===== config.mk =====
export PLATFORM = sky130hd
export DESIGN_NAME = exec_cont
export DESIGN_NICKNAME = d
export VERILOG_FILES = /design/src/rtl/exec_cont.sv
export SDC_FILE = /design/constraint.sdc
export NUM_CORES = 1
export LEC_CHECK = 0
export BUFFER_PORTS_ARGS = -buffer_cell sky130_fd_sc_hd__clkbuf_2
export CORE_ASPECT_RATIO = 0.9
export CORE_UTILIZATION = 50
export CTS_CLUSTER_DIAMETER = 30
export CTS_CLUSTER_SIZE = 14
export DETAILED_ROUTE_END_ITERATION = 12
export PLACE_DENSITY = 0.73
export SLEW_MARGIN = 20
export SYNTH_ARGS = -nofsm -noshare
export SYNTH_HDL_FRONTEND = slang
export SYNTH_SLANG_ARGS = --single-unit

===== constraint.sdc =====
create_clock -name clk -period 3.6 [get_ports clk]
set_input_delay 0.72 -clock clk [delete_from_list [all_inputs] [get_ports clk]]
set_output_delay 0.72 -clock clk [all_outputs]
set_load 0.01 [all_outputs]

===== src/rtl/exec_cont.sv =====
// exec_cont: execute-side controller; reads two operands, writes the result, advances pc, halts permanently.
module exec_cont #(
  parameter int INS_MEMORY_SIZE = 32,
  parameter int DATA_MEMORY_SIZE = 64,
  parameter int DATA_WIDTH = 8,
  parameter int SKIP_EDGES = 1,
  localparam int PW = $clog2(INS_MEMORY_SIZE),
  localparam int AW = $clog2(DATA_MEMORY_SIZE)
) (
  input  logic                  clk,
  input  logic                  reset,
  input  logic [1:0]            opcode,
  input  logic [AW-1:0]         src1,
  input  logic [AW-1:0]         src2,
  input  logic [AW-1:0]         dst,
  input  logic                  ready,
  input  logic                  finished,
  output logic [PW-1:0]         pc,
  output logic [AW-1:0]         mem_addr,
  output logic [DATA_WIDTH-1:0] mem_wdata,
  output logic                  mem_we,
  input  logic [DATA_WIDTH-1:0] mem_rdata,
  output logic                  busy,
  output logic                  halted
);
  localparam int SW = $clog2(SKIP_EDGES + 2);
  typedef enum logic [2:0] {IDLE, RD1, RD2, CAP, WB, NEXT, HALT} state_t;
  state_t state, next;
  logic ready_q, rise, accept;
  logic [SW-1:0] skip;
  logic [1:0] op_q;
  logic [AW-1:0] src2_q, dst_q;
  logic [DATA_WIDTH-1:0] op1, result;
  assign rise = ready & ~ready_q;
  assign accept = (state == IDLE) && rise && (skip == '0);
  assign busy = !(state inside {IDLE, HALT});
  assign halted = (state == HALT);
  // second operand is taken straight from the read port while in CAP
  assign result = (op_q == 2'b01) ? op1 + mem_rdata :
                  (op_q == 2'b10) ? op1 - mem_rdata : op1 * mem_rdata;
  always_comb begin
    next = state;
    case (state)
      IDLE: next = accept ? ((opcode == 2'b00 || finished) ? HALT : RD1) : IDLE;
      RD1:  next = RD2;
      RD2:  next = CAP;
      CAP:  next = WB;
      WB:   next = NEXT;
      NEXT: next = IDLE;
      default: next = state;
    endcase
  end
  always_ff @(posedge clk or posedge reset)
    if (reset) state <= IDLE;
    else state <= next;
  // registered outputs are loaded one cycle ahead so they are valid for the whole state
  always_ff @(posedge clk or posedge reset) begin
    if (reset) begin
      ready_q <= 1'b0;
      skip <= '0;
      pc <= '0;
      mem_addr <= '0;
      mem_wdata <= '0;
      mem_we <= 1'b0;
      op_q <= '0;
      src2_q <= '0;
      dst_q <= '0;
      op1 <= '0;
    end else begin
      ready_q <= ready;
      mem_we <= (state == CAP);
      if (accept) begin
        op_q <= opcode;
        src2_q <= src2;
        dst_q <= dst;
      end
      if (accept && next == RD1) mem_addr <= src1;
      if (state == IDLE && rise && skip != '0) skip <= skip - 1'b1;
      if (state == RD1) mem_addr <= src2_q;
      if (state == RD2) op1 <= mem_rdata;
      if (state == CAP) begin
        mem_addr <= dst_q;
        mem_wdata <= result;
      end
      if (state == WB) pc <= (pc == PW'(INS_MEMORY_SIZE - 1)) ? '0 : pc + 1'b1;
      if (state == NEXT) skip <= SW'(SKIP_EDGES);
    end
  end
endmodule


* After elaboration in Yosys (flattened, before gate mapping)
Index checks and enable logic that the tools add are counted.
Word-level totals: bits in registers 48, word-level logic and storage cells 52
Operators by class: add/sub/neg operators 4, equal/unequal tests 10, multipliers 1, reductions and logical operators 13, muxes and demuxes 11, bitwise operators 2
Operators by type and width (number):
- 6-bit two-way mux | 3
- 3-bit one-hot mux with 6 select lines | 1
- 8-bit two-way mux | 2
- 3-bit == test, second input constant | 3
- 8-bit adder | 1
- 8-bit by 8-bit multiplier with 8-bit output | 1
- 8-bit subtractor | 1
- 3-bit by 1-bit == test with 1-bit output, second input constant | 2
- 3-bit by 2-bit == test with 1-bit output, second input constant | 2
- 3-bit two-way mux | 2
- 2-bit nonzero test | 3
- 5-bit by 1-bit adder with 5-bit output, second input constant | 1
- 5-bit == test, second input constant | 1
- 5-bit two-way mux | 1
- 1-bit logical AND | 4
- 2-bit zero test | 2
- 2-bit two-way mux | 2
- 3-bit zero test | 1
- 3-bit nonzero test | 1
- 2-bit by 1-bit == test with 1-bit output, second input constant | 1
- 2-bit == test, second input constant | 1
- 2-bit by 1-bit subtractor with 2-bit output, second input constant | 1
- 1-bit AND | 1
- 1-bit zero test | 1
- 2 further kinds | 2

* Depth between registers and ports, before layout
depth in word-level cells 11, depth in mapped cells 16, mapped depth without buffers 16

* Worst setup path after synthesis
OpenSTA, ideal clock, no wires.
path type input to register, start point input port mem_rdata[2], end point register mem_wdata[7], required time 3.463 ns, cell stages on the path 15, data arrival time 3.888 ns, setup time 0.137 ns, path slack -0.426 ns, cells stage by stage ha_1 > inv_1 > fa_1 > inv_1 > fa_1 > ha_1 > inv_1 > fa_1 > inv_1 > ha_1 > a21o_1 > a21oi_1 > xnor3_1 > nand3_1 > a41oi_2
On the way: longest elaborated chain between the ends 3
Ends and longest elaborated chain:
- from (decl) | line 22 | input logic [DATA_WIDTH-1:0] mem_rdata,
- 8-bit by 8-bit multiplier with 8-bit output or 8-bit subtractor (tied branches) | line 40 | (op_q == 2'b10) ? op1 - mem_rdata : op1 * mem_rdata;
- 8-bit two-way mux | line 40
- 8-bit two-way mux * | line 39 | assign result = (op_q == 2'b01) ? op1 + mem_rdata :
- to (signal assigned) | line 83 | mem_wdata <= result;
- to (decl) | line 20 | output logic [DATA_WIDTH-1:0] mem_wdata,
Every way passes the cells marked *; elsewhere a longest branch is shown, timed or not. A chain may end at the register's enable or synchronous reset.

* Final worst setup path
start point input port mem_rdata[4], end point register mem_wdata[7]
Same word-level chain as after synthesis.

==> qor.yml <==
ys_dominant_reg_cell: "sky130_fd_sc_hd__dfrtp_1"
antenna_left: 0
grt_start_max_net_pins: 49
outcome: "finished with violations"
cp_slowest_stage_delay_ps: 490
drv_slew: 0
portBuffers: 53
core.rowCount: 29
cp_arrival_ps: 3810
mapped_nets: 464
grt_setup_unrepaired: "true"
drt-wirelength-per-cell_um: 15.4
timing.critical_path.fanout_max: 4
clkSinkCount: 48
first_global_vias: 2961
powerDensity_nw_per_um2: 260
setup_total_negative_slack_ps: -68.0
num-fill-cells: 592
timing.critical_path.to_type: "flop"
core_um2: 7150
pnr_worst_setup_slack_ps: -37.1
power.total_mw: 1.19
finalWorstPathRequiredPeriod_ps: 3640
timing.critical_path.max_delay_family: "adder cells"
tightestPinTransition_ps: 893
clock-skew-final_ps: 10.4
crit_chain: "clkbuf_8 > nand2_2 > fa_2 > fa_1 > inv_1 > fa_1 > inv_2 > fa_2 > xnor2_2 > xnor2_1 > xnor3_1 > xnor3_1 > nand3_2 > a41oi_2"
detailed_place_hpwl_um: 6560
synth.yosys.seq_area_share: 0.321
design.portCount: 54
netlist_top_cells_count: "sky130_fd_sc_hd__dfrtp_1 (48), sky130_fd_sc_hd__inv_1 (46), sky130_fd_sc_hd__nand2_1 (38), sky130_fd_sc_hd__ha_1 (33), sky130_fd_sc_hd__nor2_1 (28)"
critPathSlowestCell: "sky130_fd_sc_hd__fa_1"
synth_enable_flop_cells: 0
syn-mean-instance-area_um2: 9.72
drt_first_pass_iters: 6
cp-start-kind: "primary input"
multiInputGateArea_um2: 2410
synthesis.yosys.warnings: 0
drt-vias-per-instance: 5.41
synth_area_um2: 3740
crit_path_buf_inv_count: 3
clk-insertion-delay-late_ps: 310
cts_tree: "done"
globalRouteTotalUtil: 0.234
n_antenna_cell: 0
floorplan.die.height_um: 84.1
ffs_w_async_s_r_synth: 1.00
cts_made_buffers: 5
design.die.area_um2: 7840
hold_path.class: "flop to flop"
leakage_nw: 2.39
max-slew-margin-rel: 0.402
num_vias: 3016
nets: 543
synth.ff_latch_count: 48
final_min_period_over_clock_period: 1.01
drc_violation_total_after_the_first_tritonroute_iteration: 134
cts_hold_buffers: 0
failed_checks: "negative setup slack"
timing.setup.critical_path_class: "primary input to flop"
clkSlewWorstSetupHoldPaths_ps: 90
fin_worst_hold_slack_ps: 488
die_x_extent_um: 93.2
synthDominantCellAreaShare: 0.321
grt_remaining_overflow: 0
syn_to_final_growth_pct: 22.2
clock-root-buffer: "sky130_fd_sc_hd__clkbuf_8"
final_layout_size_suffix_gt1_frac: 0.303
cts-htree-levels: 2
sequential_cell_area_um2: 1200
gp_routability_congestion: 0.858
maxCapViolCount: 0
route.detailed.drc: 0
synthesis.instances: 385
vdd_ir_drop_max_mv: 0.237
initial_utilization: 0.524
grt_antenna_before_repair: 0
data_required_time_at_the_worst_endpoint_ps: 3770
final_design_area_no_fill_um2: 4570
netlist.top_cell.by_area: "sky130_fd_sc_hd__dfrtp_1"
setup_viol_count_final: 3
synth_area_leaders: "sky130_fd_sc_hd__dfrtp_1 (32%), sky130_fd_sc_hd__ha_1 (11%), sky130_fd_sc_hd__fa_1 (7.5%)"
final-hold-violation-count: 0
grt_pass1_wl_um: 14200
max_freq_mhz: 275
yosys.cell_types.count: 53
postPlaceCellArea_um2: 4350
wirelength_um: 8580
preCtsSetupSlack_ps: -439
maximum_clock_path_buffer_count: 2
synth_most_common_cell: "sky130_fd_sc_hd__dfrtp_1"
[layout by cell type (no fill, tap or decap), types with 8 or more instances in the layout]
| master | count |
|---|---|
| sky130_fd_sc_hd__a21oi_1 | 13 |
| sky130_fd_sc_hd__buf_4 | 31 |
| sky130_fd_sc_hd__clkbuf_2 | 50 |
| sky130_fd_sc_hd__dfrtp_1 | 46 |
| sky130_fd_sc_hd__fa_1 | 10 |
| sky130_fd_sc_hd__ha_1 | 27 |
| sky130_fd_sc_hd__inv_1 | 37 |
| sky130_fd_sc_hd__inv_2 | 8 |
| sky130_fd_sc_hd__mux2_1 | 15 |
| sky130_fd_sc_hd__mux2_2 | 9 |
| sky130_fd_sc_hd__mux2i_1 | 21 |
| sky130_fd_sc_hd__nand2_1 | 35 |
| sky130_fd_sc_hd__nor2_1 | 27 |
| sky130_fd_sc_hd__nor2b_1 | 8 |
| sky130_fd_sc_hd__o21ai_0 | 10 |
| sky130_fd_sc_hd__xnor2_1 | 8 |
[per-stage QoR]
step	util	std cells
global route	0.640	558
detailed placement	0.609	545
global placement	0.609	545
CTS	0.634	556
finish	0.640	558
floorplan	-	385
[layout make-up]
class,count,share of cell area
Clock buffer,6,0.0181
Multi-Input combinational cell,276,0.527
Inverter,48,0.0402
Clock inverter,2,0.00848
Sequential cell,48,0.263
Tap cell,93,0.0254
Timing Repair Buffer,85,0.118
[per-layer routing]
layer,track usage,up-vias,share of wire
li1,-,1472,-
met1,0.324,1478,0.47
met2,0.384,57,0.48
met3,0.0310,9,0.033
met4,0.0657,0,0.011
met5,0,-,0
[cells by family (layout without fill, tap and decap cells)]
kind of cell	Yosys count	in the layout	synth area share
DFF	48	48	0.321
adders and majority gates	47	47	0.185
AOI/OAI and AO/OA	64	64	0.114
muxes	45	45	0.128
xor gates and xnor gates	16	16	0.0505
buffers and inverters	61	141	0.0649
and+or+nand+nor	104	104	0.136
[power by group]
group / total, mW / leakage, nW / internal, mW / switching (mW)
Combinational: 0.235 / 1.72 / 0.117 / 0.118
Sequential: 0.541 / 0.601 / 0.540 / 0.000626
Clock: 0.414 / 0.0614 / 0.227 / 0.186
Total: 1.19 / 2.39 / 0.885 / 0.305
[registers in the layout (all words and copies together) (netlist names)]
name       flops
pc             5
state          3
src2_q         6
mem_we         1
dst_q          6
skip           2
op1            8
ready_q        1
mem_addr       6
mem_wdata      8
op_q           2
[path summary, 6_finish.rpt]
check,from,to,slack [ps],cells past startpoint
max,mem_rdata[4],mem_wdata[7]$_DFFE_PP0P_,-40,14
min,mem_wdata[2]$_DFFE_PP0P_,mem_wdata[2]$_DFFE_PP0P_,490,1
max reg2reg,op1[3]$_DFFE_PP0P_,mem_wdata[7]$_DFFE_PP0P_,0,13
min reg2reg,mem_wdata[2]$_DFFE_PP0P_,mem_wdata[2]$_DFFE_PP0P_,490,1
max in group asynchronous,reset,op1[3]$_DFFE_PP0P_,2520,2
min in group asynchronous,reset,op1[1]$_DFFE_PP0P_,530,2
[what timing repair did]
item                       4_1_cts  5_1_grt
pin swaps                       12       16
setup endpoints to repair        3        3
resized for setup               11       12
buffers inserted                 3        2
(Power assumes the default switching activity.)
